===== src/rtl/apb_master_nslv_if.sv =====
// Request/response port and APB bus of the multi-slave APB4 master.
// The master modport is the bridge side; slave is the front end plus the APB slaves.
interface apb_master_nslv_if #(
   parameter int NUM_SLAVES = 4,
   parameter int ADDR_W     = 32,
   parameter int DATA_W     = 32
);
   logic                         req_valid;
   logic                         req_ready;
   logic                         req_write;
   logic [ADDR_W-1:0]            req_addr;
   logic [DATA_W-1:0]            req_wdata;
   logic [DATA_W/8-1:0]          req_strb;
   logic [2:0]                   req_prot;
   logic                         rsp_valid;
   logic                         rsp_ready;
   logic [DATA_W-1:0]            rsp_rdata;
   logic                         rsp_err;
   logic [ADDR_W-1:0]            PADDR;
   logic [2:0]                   PPROT;
   logic [NUM_SLAVES-1:0]        PSELx;
   logic                         PENABLE;
   logic                         PWRITE;
   logic [DATA_W-1:0]            PWDATA;
   logic [DATA_W/8-1:0]          PSTRB;
   logic [NUM_SLAVES-1:0]        PREADY;
   logic [NUM_SLAVES*DATA_W-1:0] PRDATA;
   logic [NUM_SLAVES-1:0]        PSLVERR;

   modport master (
      input  req_valid, req_write, req_addr, req_wdata, req_strb, req_prot, rsp_ready,
             PREADY, PRDATA, PSLVERR,
      output req_ready, rsp_valid, rsp_rdata, rsp_err,
             PADDR, PPROT, PSELx, PENABLE, PWRITE, PWDATA, PSTRB
   );

   modport slave (
      output req_valid, req_write, req_addr, req_wdata, req_strb, req_prot, rsp_ready,
             PREADY, PRDATA, PSLVERR,
      input  req_ready, rsp_valid, rsp_rdata, rsp_err,
             PADDR, PPROT, PSELx, PENABLE, PWRITE, PWDATA, PSTRB
   );
endinterface


===== src/rtl/apb_master_nslv.sv =====
// APB4 master bridging one valid/ready request port onto NUM_SLAVES APB slaves.
// Define APB_TIMEOUT_EN to abort ACCESS phases longer than TIMEOUT_CYCLES.
module apb_master_nslv #(
   parameter int NUM_SLAVES     = 4,
   parameter int ADDR_W         = 32,
   parameter int DATA_W         = 32,
   parameter int SLV_ADDR_LSB   = 12,
   parameter int TIMEOUT_CYCLES = 16
) (
   input  logic              PCLK,
   input  logic              PRESETn,
   apb_master_nslv_if.master bus,
   output logic [1:0]        Out_State
);
   localparam int SEL_W  = (NUM_SLAVES > 1) ? $clog2(NUM_SLAVES) : 1;
   localparam int STRB_W = DATA_W / 8;

   typedef enum logic [1:0] {
      IDLE   = 2'd0,
      SETUP  = 2'd1,
      ACCESS = 2'd2,
      RESP   = 2'd3
   } state_t;

   state_t state, state_nxt;

   logic [SEL_W-1:0]      req_idx;
   logic [SEL_W-1:0]      idx;
   logic                  req_dec_err;
   logic                  accept;
   logic                  timeout;
   logic [NUM_SLAVES-1:0] sel_vec;
   logic                  sel_ready;
   logic                  sel_err;
   logic [DATA_W-1:0]     sel_rdata;

   logic [ADDR_W-1:0]     paddr_q;
   logic [2:0]            pprot_q;
   logic                  pwrite_q;
   logic [DATA_W-1:0]     pwdata_q;
   logic [STRB_W-1:0]     pstrb_q;
   logic [DATA_W-1:0]     rsp_rdata_q;
   logic                  rsp_err_q;

   assign req_idx     = bus.req_addr[SLV_ADDR_LSB +: SEL_W];
   assign req_dec_err = (32'(req_idx) >= NUM_SLAVES);
   assign accept      = (state == IDLE) && bus.req_valid;

   // Unselected slaves never reach the response path.
   always_comb begin
      sel_vec   = '0;
      sel_ready = 1'b0;
      sel_err   = 1'b0;
      sel_rdata = '0;
      for (int unsigned i = 0; i < NUM_SLAVES; i++) begin
         if (idx == SEL_W'(i)) begin
            sel_vec[i] = 1'b1;
            sel_ready  = bus.PREADY[i];
            sel_err    = bus.PSLVERR[i];
            sel_rdata  = bus.PRDATA[i*DATA_W +: DATA_W];
         end
      end
   end

`ifdef APB_TIMEOUT_EN
   localparam int CNT_W = $clog2(TIMEOUT_CYCLES);
   logic [CNT_W-1:0] wait_cnt;

   always_ff @(posedge PCLK or negedge PRESETn) begin
      if (!PRESETn)
         wait_cnt <= '0;
      else if (state != ACCESS)
         wait_cnt <= '0;
      else if (!sel_ready)
         wait_cnt <= wait_cnt + 1'b1;
   end

   assign timeout = (state == ACCESS) && !sel_ready &&
                    (wait_cnt == CNT_W'(TIMEOUT_CYCLES - 1));
`else
   assign timeout = 1'b0;
`endif

   always_ff @(posedge PCLK or negedge PRESETn) begin
      if (!PRESETn)
         state <= IDLE;
      else
         state <= state_nxt;
   end

   always_comb begin
      state_nxt     = state;
      bus.req_ready = 1'b0;
      bus.rsp_valid = 1'b0;
      bus.PSELx     = '0;
      bus.PENABLE   = 1'b0;
      case (state)
         IDLE: begin
            bus.req_ready = 1'b1;
            if (bus.req_valid)
               state_nxt = req_dec_err ? RESP : SETUP;
         end
         SETUP: begin
            bus.PSELx = sel_vec;
            state_nxt = ACCESS;
         end
         ACCESS: begin
            bus.PSELx   = sel_vec;
            bus.PENABLE = 1'b1;
            if (sel_ready || timeout)
               state_nxt = RESP;
         end
         RESP: begin
            bus.rsp_valid = 1'b1;
            if (bus.rsp_ready)
               state_nxt = IDLE;
         end
         default: state_nxt = IDLE;
      endcase
   end

   // Bus fields are loaded only on accept, so they stay stable through the transfer and after it.
   always_ff @(posedge PCLK or negedge PRESETn) begin
      if (!PRESETn) begin
         paddr_q     <= '0;
         pprot_q     <= '0;
         pwrite_q    <= 1'b0;
         pwdata_q    <= '0;
         pstrb_q     <= '0;
         idx         <= '0;
         rsp_rdata_q <= '0;
         rsp_err_q   <= 1'b0;
      end else if (accept) begin
         paddr_q  <= bus.req_addr;
         pprot_q  <= bus.req_prot;
         pwrite_q <= bus.req_write;
         pwdata_q <= bus.req_wdata;
         pstrb_q  <= bus.req_write ? bus.req_strb : '0;
         idx      <= req_idx;
         if (req_dec_err) begin
            rsp_rdata_q <= '0;
            rsp_err_q   <= 1'b1;
         end
      end else if (state == ACCESS) begin
         if (sel_ready) begin
            rsp_rdata_q <= pwrite_q ? '0 : sel_rdata;
            rsp_err_q   <= sel_err;
         end else if (timeout) begin
            rsp_rdata_q <= '0;
            rsp_err_q   <= 1'b1;
         end
      end
   end

   assign bus.PADDR     = paddr_q;
   assign bus.PPROT     = pprot_q;
   assign bus.PWRITE    = pwrite_q;
   assign bus.PWDATA    = pwdata_q;
   assign bus.PSTRB     = pstrb_q;
   assign bus.rsp_rdata = rsp_rdata_q;
   assign bus.rsp_err   = rsp_err_q;
   assign Out_State     = state;
endmodule


===== src/flat_wrapper.sv =====
// flat-port wrapper written by rule: the top's interface ports become plain ports
module apb_master_nslv_flat 
#(
   parameter int NUM_SLAVES     = 4,
   parameter int ADDR_W         = 32,
   parameter int DATA_W         = 32,
   parameter int SLV_ADDR_LSB   = 12,
   parameter int TIMEOUT_CYCLES = 16
)
  (PCLK, PRESETn, Out_State, bus_req_valid, bus_req_write, bus_req_addr, bus_req_wdata, bus_req_strb, bus_req_prot, bus_rsp_ready, bus_PREADY, bus_PRDATA, bus_PSLVERR, bus_req_ready, bus_rsp_valid, bus_rsp_rdata, bus_rsp_err, bus_PADDR, bus_PPROT, bus_PSELx, bus_PENABLE, bus_PWRITE, bus_PWDATA, bus_PSTRB);
  apb_master_nslv_if #(.NUM_SLAVES(NUM_SLAVES), .ADDR_W(ADDR_W), .DATA_W(DATA_W)) bus_i ();
  input  logic PCLK;
  input  logic PRESETn;
  output logic [1:0] Out_State;
  input wire logic [$bits(bus_i.req_valid)-1:0] bus_req_valid;
  input wire logic [$bits(bus_i.req_write)-1:0] bus_req_write;
  input wire logic [$bits(bus_i.req_addr)-1:0] bus_req_addr;
  input wire logic [$bits(bus_i.req_wdata)-1:0] bus_req_wdata;
  input wire logic [$bits(bus_i.req_strb)-1:0] bus_req_strb;
  input wire logic [$bits(bus_i.req_prot)-1:0] bus_req_prot;
  input wire logic [$bits(bus_i.rsp_ready)-1:0] bus_rsp_ready;
  input wire logic [$bits(bus_i.PREADY)-1:0] bus_PREADY;
  input wire logic [$bits(bus_i.PRDATA)-1:0] bus_PRDATA;
  input wire logic [$bits(bus_i.PSLVERR)-1:0] bus_PSLVERR;
  output wire logic [$bits(bus_i.req_ready)-1:0] bus_req_ready;
  output wire logic [$bits(bus_i.rsp_valid)-1:0] bus_rsp_valid;
  output wire logic [$bits(bus_i.rsp_rdata)-1:0] bus_rsp_rdata;
  output wire logic [$bits(bus_i.rsp_err)-1:0] bus_rsp_err;
  output wire logic [$bits(bus_i.PADDR)-1:0] bus_PADDR;
  output wire logic [$bits(bus_i.PPROT)-1:0] bus_PPROT;
  output wire logic [$bits(bus_i.PSELx)-1:0] bus_PSELx;
  output wire logic [$bits(bus_i.PENABLE)-1:0] bus_PENABLE;
  output wire logic [$bits(bus_i.PWRITE)-1:0] bus_PWRITE;
  output wire logic [$bits(bus_i.PWDATA)-1:0] bus_PWDATA;
  output wire logic [$bits(bus_i.PSTRB)-1:0] bus_PSTRB;
  assign bus_i.req_valid = bus_req_valid;
  assign bus_i.req_write = bus_req_write;
  assign bus_i.req_addr = bus_req_addr;
  assign bus_i.req_wdata = bus_req_wdata;
  assign bus_i.req_strb = bus_req_strb;
  assign bus_i.req_prot = bus_req_prot;
  assign bus_i.rsp_ready = bus_rsp_ready;
  assign bus_i.PREADY = bus_PREADY;
  assign bus_i.PRDATA = bus_PRDATA;
  assign bus_i.PSLVERR = bus_PSLVERR;
  assign bus_req_ready = bus_i.req_ready;
  assign bus_rsp_valid = bus_i.rsp_valid;
  assign bus_rsp_rdata = bus_i.rsp_rdata;
  assign bus_rsp_err = bus_i.rsp_err;
  assign bus_PADDR = bus_i.PADDR;
  assign bus_PPROT = bus_i.PPROT;
  assign bus_PSELx = bus_i.PSELx;
  assign bus_PENABLE = bus_i.PENABLE;
  assign bus_PWRITE = bus_i.PWRITE;
  assign bus_PWDATA = bus_i.PWDATA;
  assign bus_PSTRB = bus_i.PSTRB;
  apb_master_nslv #(.NUM_SLAVES(NUM_SLAVES), .ADDR_W(ADDR_W), .DATA_W(DATA_W), .SLV_ADDR_LSB(SLV_ADDR_LSB), .TIMEOUT_CYCLES(TIMEOUT_CYCLES)) u_core (.PCLK(PCLK), .PRESETn(PRESETn), .bus(bus_i), .Out_State(Out_State));
endmodule

===== config.mk =====
export PLATFORM = sky130hd
export DESIGN_NAME = apb_master_nslv_flat
export DESIGN_NICKNAME = d
export VERILOG_FILES = /design/src/rtl/apb_master_nslv_if.sv /design/src/rtl/apb_master_nslv.sv /design/src/flat_wrapper.sv
export SDC_FILE = /design/constraint.sdc
export NUM_CORES = 1
export LEC_CHECK = 0
export ABC_AREA = 1
export CORE_AREA = 2 2 126 128
export DETAILED_ROUTE_END_ITERATION = 8
export DIE_AREA = 0 0 128 130
export GPL_TIMING_DRIVEN = 0
export HOLD_SLACK_MARGIN = 0.12
export PLACE_DENSITY = 0.75
export SYNTH_ARGS = -nofsm -noshare
export SYNTH_HDL_FRONTEND = slang
export SYNTH_SLANG_ARGS = --single-unit
export TNS_END_PERCENT = 50

===== constraint.sdc =====
create_clock -name PCLK -period 3.25 [get_ports PCLK]
set_input_delay 0.4875 -clock PCLK [delete_from_list [all_inputs] [get_ports PCLK]]
set_output_delay 0.4875 -clock PCLK [all_outputs]
set_load 0.03 [all_outputs]

==> impl_results.html, run 1 <==
<table>
<tr><th>Metric</th><th>Value</th></tr>
<tr><th colspan="2">Floorplan</th></tr>
<tr><td>Core region area</td><td>between 0.015 and 0.02 mm^2</td></tr>
<tr><td>Die extent in x</td><td>about 130 um</td></tr>
<tr><td>Die ar.</td><td>roughly 0.017 mm^2</td></tr>
<tr><td>Starting Density</td><td>around a third</td></tr>
<tr><td>Die extent in y</td><td>130 um</td></tr>
<tr><td>Number of I/O pins</td><td>326</td></tr>
<tr><td>Number of rows created at floorplan</td><td>46</td></tr>
<tr><th colspan="2">Worst setup path</th></tr>
<tr><td>Worst-path cell with the longest stage delay</td><td>clkdlybuf4s50_1</td></tr>
<tr><td>Category of the most critical setup path</td><td>register to output pin</td></tr>
<tr><td>Cell family contributing the most delay on the critical path</td><td>buffers and inverters</td></tr>
<tr><td>Startpoint kind of the worst setup timing path</td><td>register</td></tr>
<tr><td>Critical path endpoint category</td><td>output pin</td></tr>
<tr><td>Required time reported for the critical path endpoint</td><td>~2.8 ns</td></tr>
<tr><td>Arrival time of data at the critical path endpoint</td><td>2.54 ns</td></tr>
<tr><td>Sequence of cells on the critical path</td><td>clkbuf_2 &gt; nand2_1 &gt; clkbuf_1 &gt; buf_2 &gt; nor2_1 &gt; clkdlybuf4s50_1</td></tr>
<tr><td>Number of buffers and inverters on the critical path</td><td>4</td></tr>
<tr><td>Maximum fanout along the worst path</td><td>10</td></tr>
<tr><td>Largest stage delay on the critical path</td><td>between 0.6 and 0.7 ns</td></tr>
<tr><th colspan="2">Clocking</th></tr>
<tr><td>Number of hold-repair buffers added at the cts stage</td><td>0</td></tr>
<tr><td>Number of setup buffers added after CTS</td><td>0</td></tr>
<tr><td>CTS tree</td><td>yes</td></tr>
<tr><td>Clock sink total</td><td>107</td></tr>
<tr><td>Number of buffers created by CTS</td><td>9</td></tr>
<tr><td>Worst-Skew Late Latency</td><td>approximately 0.35 ns</td></tr>
<tr><td>Clock root cell</td><td>clkbuf_16</td></tr>
<tr><td>Clock Pin Slew Worst Setup and Hold Paths</td><td>about 0.07 ns</td></tr>
<tr><td>Count of cells resized by post-cts repair</td><td>0</td></tr>
<tr><td>Number of levels in the clock H-tree</td><td>3</td></tr>
<tr><td>Number of buffers on the longest clock path</td><td>2</td></tr>
<tr><th colspan="2">Final layout</th></tr>
<tr><td>Number of antenna diodes</td><td>0</td></tr>
<tr><td>Commonest cells after routing, fill and taps aside</td><td>nand2_1, clkdlybuf4s50_1, dfrtp_1, nor2_1, o21ai_0</td></tr>
<tr><td>Final non-filler cell area</td><td>approximately 0.009 mm^2</td></tr>
<tr><td>Final Net Count</td><td>roughly 1,300</td></tr>
<tr><td>Most frequent standard cell in the layout excluding fill and tap cells</td><td>nand2_1</td></tr>
<tr><td>Signed area change from the synthesized netlist to the final layout</td><td>72.55%</td></tr>
<tr><td>Layout cell share with drive strength beyond 1</td><td>roughly 4.8%</td></tr>
<tr><th colspan="2">Yosys</th></tr>
<tr><td>Nets in the synthesized netlist</td><td>approximately 960</td></tr>
<tr><td>Synthesis-stage register bit count</td><td>between 100 and 150</td></tr>
<tr><td>Number of warning messages in the yosys log</td><td>0</td></tr>
<tr><td>Post-synthesis instance area</td><td>roughly 0.0053 mm^2</td></tr>
<tr><td>Sequential cell area fraction in the yosys report</td><td>between 50% and 60%</td></tr>
<tr><td>Synth Instances</td><td>between 700 and 800</td></tr>
<tr><td>Synth Area per Inst</td><td>7.167 um^2</td></tr>
<tr><td>Unique cell type count in the Yosys netlist</td><td>19</td></tr>
<tr><th colspan="2">Power</th></tr>
<tr><td>Clock power frac</td><td>roughly 14%</td></tr>
<tr><td>Cell Int Power</td><td>4.639 mW</td></tr>
<tr><td>Register share of total power</td><td>26.2%</td></tr>
<tr><td>Switching fraction of total power</td><td>between 40% and 50%</td></tr>
<tr><td>Areal power density over the cells</td><td>between 900 and 1000 mW/mm^2</td></tr>
<tr><td>Sw Pwr</td><td>about 4.1 mW</td></tr>
<tr><td>Part of the total power dissipated in combinational logic</td><td>60.1%</td></tr>
<tr><td>Peak supply drop</td><td>about 0.54 mV</td></tr>
<tr><td>Leakage Power</td><td>around 4.4 nW</td></tr>
<tr><th colspan="2">GRT</th></tr>
<tr><td>Number of global-route vias before repair</td><td>between 5,000 and 6,000</td></tr>
<tr><td>GRT Total Usage</td><td>between 20 and 25%</td></tr>
<tr><td>Maximum number of pins on one net before global-route repair</td><td>66</td></tr>
<tr><td>Residual overflow from global routing</td><td>0</td></tr>
<tr><td>Global-route wire length before repair</td><td>just under 30 mm</td></tr>
<tr><td>Antenna violations before repair</td><td>1</td></tr>
<tr><th colspan="2">Job</th></tr>
<tr><td>Max-cap violation count</td><td>0</td></tr>
<tr><th colspan="2">Timing</th></tr>
<tr><td>Final number of max-transition violations</td><td>0</td></tr>
<tr><td>Relative slew slack</td><td>between 50% and 60%</td></tr>
<tr><td>Final setup slack of the worst path</td><td>approximately 0.22 ns</td></tr>
<tr><td>Final worst clock skew</td><td>~0.0054 ns</td></tr>
<tr><td>Number of endpoints with negative hold slack in the final report</td><td>0</td></tr>
<tr><td>Unrepaired setup endpoints after global routing</td><td>no</td></tr>
<tr><td>Minimum period implied by the final worst setup slack</td><td>slightly above 3 ns</td></tr>
<tr><td>Final setup fails</td><td>0</td></tr>
<tr><td>Least-Margin Pin Slew</td><td>around 0.6 ns</td></tr>
<tr><td>Fraction of the cycle the final worst path needs</td><td>about 93%</td></tr>
<tr><td>Maximum achievable frequency</td><td>~330 MHz</td></tr>
<tr><th colspan="2">Worst hold path</th></tr>
<tr><td>Class of the worst hold path</td><td>primary input to async pin</td></tr>
<tr><th colspan="2">Drt</th></tr>
<tr><td>Total via count in the routed design</td><td>about 6,000</td></tr>
<tr><td>Via density per instance</td><td>about 4.6</td></tr>
<tr><td>Count of TritonRoute iterations in the first routing pass</td><td>7</td></tr>
<tr><td>DR DRC count</td><td>0</td></tr>
<tr><td>Drt total wl</td><td>just under 20 mm</td></tr>
<tr><td>Remaining antenna violation count after routing</td><td>0</td></tr>
<tr><td>Starting DRC count in detailed routing</td><td>315</td></tr>
<tr><td>Wire per inst</td><td>about 15 um</td></tr>
<tr><th colspan="2">Placed design</th></tr>
<tr><td>Count of input and output buffers</td><td>325</td></tr>
<tr><td>Cell area reported after detailed placement</td><td>between 0.008 and 0.009 mm^2</td></tr>
<tr><td>Routability Congestion</td><td>between 0.9 and 1</td></tr>
<tr><td>DP Worst Slack</td><td>0.6231 ns</td></tr>
<tr><td>Post-detail-place hpwl</td><td>between 15 and 20 mm</td></tr>
<tr><th colspan="2">Outcome</th></tr>
<tr><td>Outcome</td><td>finished clean</td></tr>
</table>
## flip-flops by register name, summed over array words and instances, names as in the netlist
signal                flops
u_core.bus.PWDATA        32
u_core.bus.rsp_err        1
u_core.bus.PPROT          3
u_core.bus.PWRITE         1
u_core.bus.PADDR         32
u_core.bus.rsp_rdata     32
u_core.bus.PSTRB          4
u_core.Out_State          2
## area by class of cell
type	instances	area, um^2
plain buffers	41	182.7
clock buffers	9	225.2
clock inverters	7	98.84
fillers	1412	6286
inverters	40	150.1
multi-input cells	551	2286
flip-flops and latches	107	2678
well taps	192	240.2
repair buffers	326	3278
## kinds of logic (layout without fill, tap and decap cells)
| family | after synthesis | after routing | share of synthesized area (%) |
|---|---|---|---|
| AO/OA/AOI/OAI | 62 | 62 | 5.882 |
| adder cells (fa/ha/maj) | 4 | 4 | 0.9450 |
| buffers and inverters | 81 | 423 | 6.284 |
| flip-flops | 107 | 107 | 50.56 |
| AND/OR/NAND/NOR | 485 | 485 | 36.33 |
## power by group through the flow
stage	combinational, mW	clock, mW	sequential [mW]
after floorplan	1.85	0	3.42
after global placement	5.19	0	2.27
after detailed placement	5.25	0	2.28
after CTS	5.27	1.24	2.28
after global routing	5.67	1.29	2.35
final	5.24	1.20	2.28
## final timing paths
path / from / end / slack, ns / cells after the start
setup reg to reg: u_core.bus.PADDR[12] / u_core.bus.rsp_rdata[25] / 1.20 / 8
max in group asynchronous: PRESETn / u_core.bus.rsp_rdata[21] / 2.39 / 2
hold reg to reg: u_core.bus.PADDR[24] / u_core.bus.PADDR[24] / 0.48 / 2
min in group PCLK: u_core.bus.PADDR[24] / u_core.bus.PADDR[24] / 0.48 / 2
setup / recovery: u_core.bus.PADDR[12] / bus_PSELx[3] / 0.22 / 6
hold / removal: PRESETn / u_core.bus.PWDATA[12] / 0.14 / 1
## synth_stat cells
| master | number | area share (%) |
|---|---|---|
| or2_1 | 1 | 0.12 |
| nand3_1 | 38 | 3.6 |
| inv_1 | 39 | 2.8 |
| buf_4 | 5 | 0.71 |
| nand2_1 | 361 | 26 |
| o21ai_0 | 55 | 5.2 |
| inv_2 | 1 | 0.071 |
| a21oi_1 | 3 | 0.28 |
| buf_2 | 7 | 0.66 |
| clkbuf_1 | 28 | 2.0 |
| or2_2 | 18 | 2.1 |
| nor2_1 | 62 | 4.4 |
| nor3_1 | 3 | 0.28 |
| o21ai_1 | 3 | 0.28 |
| clkbuf_2 | 1 | 0.094 |
| nor2_2 | 2 | 0.24 |
| ha_1 | 4 | 0.94 |
| o22ai_1 | 1 | 0.12 |
| dfrtp_1 | 107 | 51 |
## routing by layer
layer	wire, um	vias up	GRT usage [%]
met4	366	2	6.270
met1	8034	2679	28.11
met5	13	-	0
met2	9673	209	39.23
li1	-	2942	-
met3	1482	29	6.970
## through the flow
step / hold WS, ns / total power [mW] / setup TNS [ns] / util [%] / instances
6_report: 0.1403 / 8.717 / 0 / 59.25 / 1273
5_1_grt: 0.1658 / 9.299 / 0 / 59.25 / 1273
4_1_cts: 0.1461 / 8.790 / 0 / 59.25 / 1273
3_5_place_dp: 0.4643 / 7.530 / 0 / 57.15 / 1257
3_3_place_gp: 0.4610 / 7.459 / -259.65 / 56.98 / 1256
2_1_floorplan: 0.1919 / 5.263 / 0 / - / 739
Note: power is estimated with default switching activity, not from simulation.
==> run 2, diff against run 1 <==
--- a/config.mk
+++ b/config.mk
@@ -9,9 +9,9 @@
 export CORE_AREA = 2 2 126 128
 export DETAILED_ROUTE_END_ITERATION = 8
 export DIE_AREA = 0 0 128 130
-export GPL_TIMING_DRIVEN = 0
 export HOLD_SLACK_MARGIN = 0.12
 export PLACE_DENSITY = 0.75
+export SKIP_CTS_REPAIR_TIMING = 1
 export SYNTH_ARGS = -nofsm -noshare
 export SYNTH_HDL_FRONTEND = slang
 export SYNTH_SLANG_ARGS = --single-unit
==> impl_results.html, run 2 (synthesized netlist as in run 1, its figures left out) <==
<table>
<tr><th>Metric</th><th>Value</th></tr>
<tr><th colspan="2">Final layout</th></tr>
<tr><td>Final Net Count</td><td>1,261 (was 1,292)</td></tr>
<tr><td>Number of antenna diodes</td><td>0 (unchanged)</td></tr>
<tr><td>Signed area change from the synthesized netlist to the final layout</td><td>70.28% (was 72.55%)</td></tr>
<tr><td>Most frequent standard cell in the layout excluding fill and tap cells</td><td>nand2_1 (unchanged)</td></tr>
<tr><td>Final non-filler cell area</td><td>0.009019 mm^2 (was 0.009139 mm^2)</td></tr>
<tr><td>Layout cell share with drive strength beyond 1</td><td>4.952% (was 4.810%)</td></tr>
<tr><td>Commonest cells after routing, fill and taps aside</td><td>nand2_1, clkdlybuf4s50_1, dfrtp_1, nor2_1, o21ai_0 (unchanged)</td></tr>
<tr><td>Fill cell total of the finished layout</td><td>1,416 (was 1,412)</td></tr>
<tr><th colspan="2">Power</th></tr>
<tr><td>Leakage Power</td><td>4.318 nW (was 4.366 nW)</td></tr>
<tr><td>Cell Int Power</td><td>4.522 mW (was 4.639 mW)</td></tr>
<tr><td>Register share of total power</td><td>26.7% (was 26.2%)</td></tr>
<tr><td>Part of the total power dissipated in combinational logic</td><td>60.1% (about the same)</td></tr>
<tr><td>Peak supply drop</td><td>0.6817 mV (was 0.5374 mV)</td></tr>
<tr><td>Sw Pwr</td><td>4.000 mW (was 4.078 mW)</td></tr>
<tr><td>Sum of internal, switching and leakage power</td><td>8.522 mW (was 8.717 mW)</td></tr>
<tr><td>Switching fraction of total power</td><td>46.93% (was 46.79%)</td></tr>
<tr><td>Areal power density over the cells</td><td>944.9 mW/mm^2 (was 953.9 mW/mm^2)</td></tr>
<tr><td>Clock power frac</td><td>13.2% (was 13.8%)</td></tr>
<tr><th colspan="2">GRT</th></tr>
<tr><td>Global-route wire length before repair</td><td>28.57 mm (was 29.32 mm)</td></tr>
<tr><td>GRT Total Usage</td><td>22.14% (was 22.86%)</td></tr>
<tr><td>Number of global-route vias before repair</td><td>5,471 (was 5,640)</td></tr>
<tr><td>Antenna violations before repair</td><td>0 (was 1)</td></tr>
<tr><td>Maximum number of pins on one net before global-route repair</td><td>74 (was 66)</td></tr>
<tr><td>Residual overflow from global routing</td><td>0 (unchanged)</td></tr>
<tr><th colspan="2">Floorplan</th></tr>
<tr><td>Number of rows created at floorplan</td><td>46 (unchanged)</td></tr>
<tr><td>Die extent in x</td><td>128 um (unchanged)</td></tr>
<tr><td>Die ar.</td><td>0.01664 mm^2 (unchanged)</td></tr>
<tr><td>Core region area</td><td>0.01542 mm^2 (unchanged)</td></tr>
<tr><td>Starting Density</td><td>34.34% (unchanged)</td></tr>
<tr><td>Die extent in y</td><td>130 um (unchanged)</td></tr>
<tr><td>Number of I/O pins</td><td>326 (unchanged)</td></tr>
<tr><th colspan="2">Timing</th></tr>
<tr><td>Least-Margin Pin Slew</td><td>1.013 ns (was 0.6128 ns)</td></tr>
<tr><td>Number of endpoints with negative hold slack in the final report</td><td>0 (unchanged)</td></tr>
<tr><td>Maximum achievable frequency</td><td>352.7 MHz (was 330.3 MHz)</td></tr>
<tr><td>Worst hold-check slack</td><td>0.1474 ns (was 0.1403 ns)</td></tr>
<tr><td>Minimum period implied by the final worst setup slack</td><td>2.835 ns (was 3.028 ns)</td></tr>
<tr><td>Unrepaired setup endpoints after global routing</td><td>no (unchanged)</td></tr>
<tr><td>Fraction of the cycle the final worst path needs</td><td>87.23% (was 93.17%)</td></tr>
<tr><td>Relative slew slack</td><td>32.25% (was 59.15%)</td></tr>
<tr><td>Final number of max-transition violations</td><td>0 (unchanged)</td></tr>
<tr><td>Final setup fails</td><td>0 (unchanged)</td></tr>
<tr><td>Accumulated negative setup slack</td><td>0 ns (unchanged)</td></tr>
<tr><td>Final worst clock skew</td><td>0.006375 ns (was 0.005409 ns)</td></tr>
<tr><th colspan="2">Clocking</th></tr>
<tr><td>Number of levels in the clock H-tree</td><td>3 (unchanged)</td></tr>
<tr><td>CTS tree</td><td>yes (unchanged)</td></tr>
<tr><td>Clock root cell</td><td>clkbuf_16 (unchanged)</td></tr>
<tr><td>Clock Pin Slew Worst Setup and Hold Paths</td><td>0.07 ns (about the same)</td></tr>
<tr><td>Number of buffers on the longest clock path</td><td>2 (unchanged)</td></tr>
<tr><td>Clock sink total</td><td>107 (unchanged)</td></tr>
<tr><td>Worst-Skew Late Latency</td><td>0.35 ns (about the same)</td></tr>
<tr><td>Number of buffers created by CTS</td><td>9 (unchanged)</td></tr>
<tr><th colspan="2">Worst setup path</th></tr>
<tr><td>Required time reported for the critical path endpoint</td><td>2.76 ns (about the same)</td></tr>
<tr><td>Crit path launch</td><td>u_core.bus.PADDR[12] (unchanged)</td></tr>
<tr><td>Startpoint of the most critical register-to-register path</td><td>u_core.bus.PADDR[12] (unchanged)</td></tr>
<tr><td>Startpoint kind of the worst setup timing path</td><td>register (unchanged)</td></tr>
<tr><td>Category of the most critical setup path</td><td>register to output pin (unchanged)</td></tr>
<tr><td>Maximum fanout along the worst path</td><td>24 (was 10)</td></tr>
<tr><td>Arrival time of data at the critical path endpoint</td><td>2.35 ns (was 2.54 ns)</td></tr>
<tr><td>Critical path endpoint category</td><td>output pin (unchanged)</td></tr>
<tr><th colspan="2">Drt</th></tr>
<tr><td>Starting DRC count in detailed routing</td><td>336 (was 315)</td></tr>
<tr><td>Count of TritonRoute iterations in the first routing pass</td><td>4 (was 7)</td></tr>
<tr><td>Via density per instance</td><td>4.562 (was 4.604)</td></tr>
<tr><td>Drt total wl</td><td>18.75 mm (was 19.57 mm)</td></tr>
<tr><td>Remaining antenna violation count after routing</td><td>0 (unchanged)</td></tr>
<tr><td>DR DRC count</td><td>0 (unchanged)</td></tr>
<tr><td>Wire per inst</td><td>15.09 um (was 15.37 um)</td></tr>
<tr><td>Total via count in the routed design</td><td>5,666 (was 5,861)</td></tr>
<tr><th colspan="2">Outcome</th></tr>
<tr><td>Outcome</td><td>finished clean (unchanged)</td></tr>
<tr><th colspan="2">Job</th></tr>
<tr><td>Max-cap violation count</td><td>0 (unchanged)</td></tr>
<tr><th colspan="2">Placed design</th></tr>
<tr><td>Count of input and output buffers</td><td>325 (unchanged)</td></tr>
<tr><td>Routability Congestion</td><td>0.8790 (was 0.9473)</td></tr>
<tr><td>Post-detail-place hpwl</td><td>14.16 mm (was 15.37 mm)</td></tr>
<tr><td>Cell area reported after detailed placement</td><td>0.008710 mm^2 (was 0.008815 mm^2)</td></tr>
<tr><th colspan="2">Worst hold path</th></tr>
<tr><td>Class of the worst hold path</td><td>primary input to async pin (unchanged)</td></tr>
</table>
[run 2: cell count changes in the layout (fill, tap and decap cells not counted), moves of 2 or more]
cell	delta
buf_2	-7
inv_6	-2
clkinv_4	+3
buf_4	+5
clkbuf_1	-28
nand2_2	+2
nand2_1	-2
[run 2: stage by stage]
step | util, % | setup slack (ns) | cells
finish | 58.47 | 0.4151 | 1242
global route | 58.47 | 0.1772 | 1242
global placement | 56.46 | 0.8179 | 1226
CTS | 58.47 | 0.3761 | 1242
detailed placement | 56.46 | 0.7887 | 1226
floorplan | - | 1.053 | 739
[run 2: final cells by class]
class                           instances  area [um^2]  area share (%)
Clock inverter                          7        83.83          0.9295
Timing Repair Buffer                  336         3346           37.10
Multi-Input combinational cell        551         2296           25.46
Inverter                               40        150.1           1.665
Sequential cell                       107         2678           29.69
Tap cell                              192        240.2           2.664
Clock buffer                            9        225.2           2.497
[run 2: worst max-delay path, cell delays in order, from the launching register on]
cell and delay (ns):
dfrtp_1 0.68, nand2_2 0.38, nor2_1 0.23, clkdlybuf4s50_1 0.70
[run 2: worst paths after layout]
kind                                       endpoint  slack, ns  cells after the start
min reg2reg                   u_core.bus.PWDATA[18]       0.48                      2
max in group asynchronous       u_core.bus.PADDR[5]       2.34                      2
min                           u_core.bus.PWDATA[18]       0.15                      1
min in group PCLK             u_core.bus.PWDATA[18]       0.48                      2
max                                    bus_PSELx[3]       0.42                      3
max reg2reg                u_core.bus.rsp_rdata[16]       0.93                      7
[run 2: power by group through the flow]
stage	logic, mW	clock network, mW	registers [mW]
2_1_floorplan	1.85	0	3.42
3_3_place_gp	5.09	0	2.27
3_5_place_dp	5.15	0	2.28
4_1_cts	5.17	1.17	2.27
5_1_grt	5.57	1.21	2.35
6_report	5.12	1.13	2.27
[run 2: layer usage]
metal | up-vias | GRT usage (%) | part of all wire [%]
met4 | 0 | 7.692 | 2.6
met3 | 30 | 7.175 | 8.2
met5 | - | 0 | 0
met2 | 204 | 37.21 | 48
met1 | 2561 | 26.97 | 41
li1 | 2871 | - | -
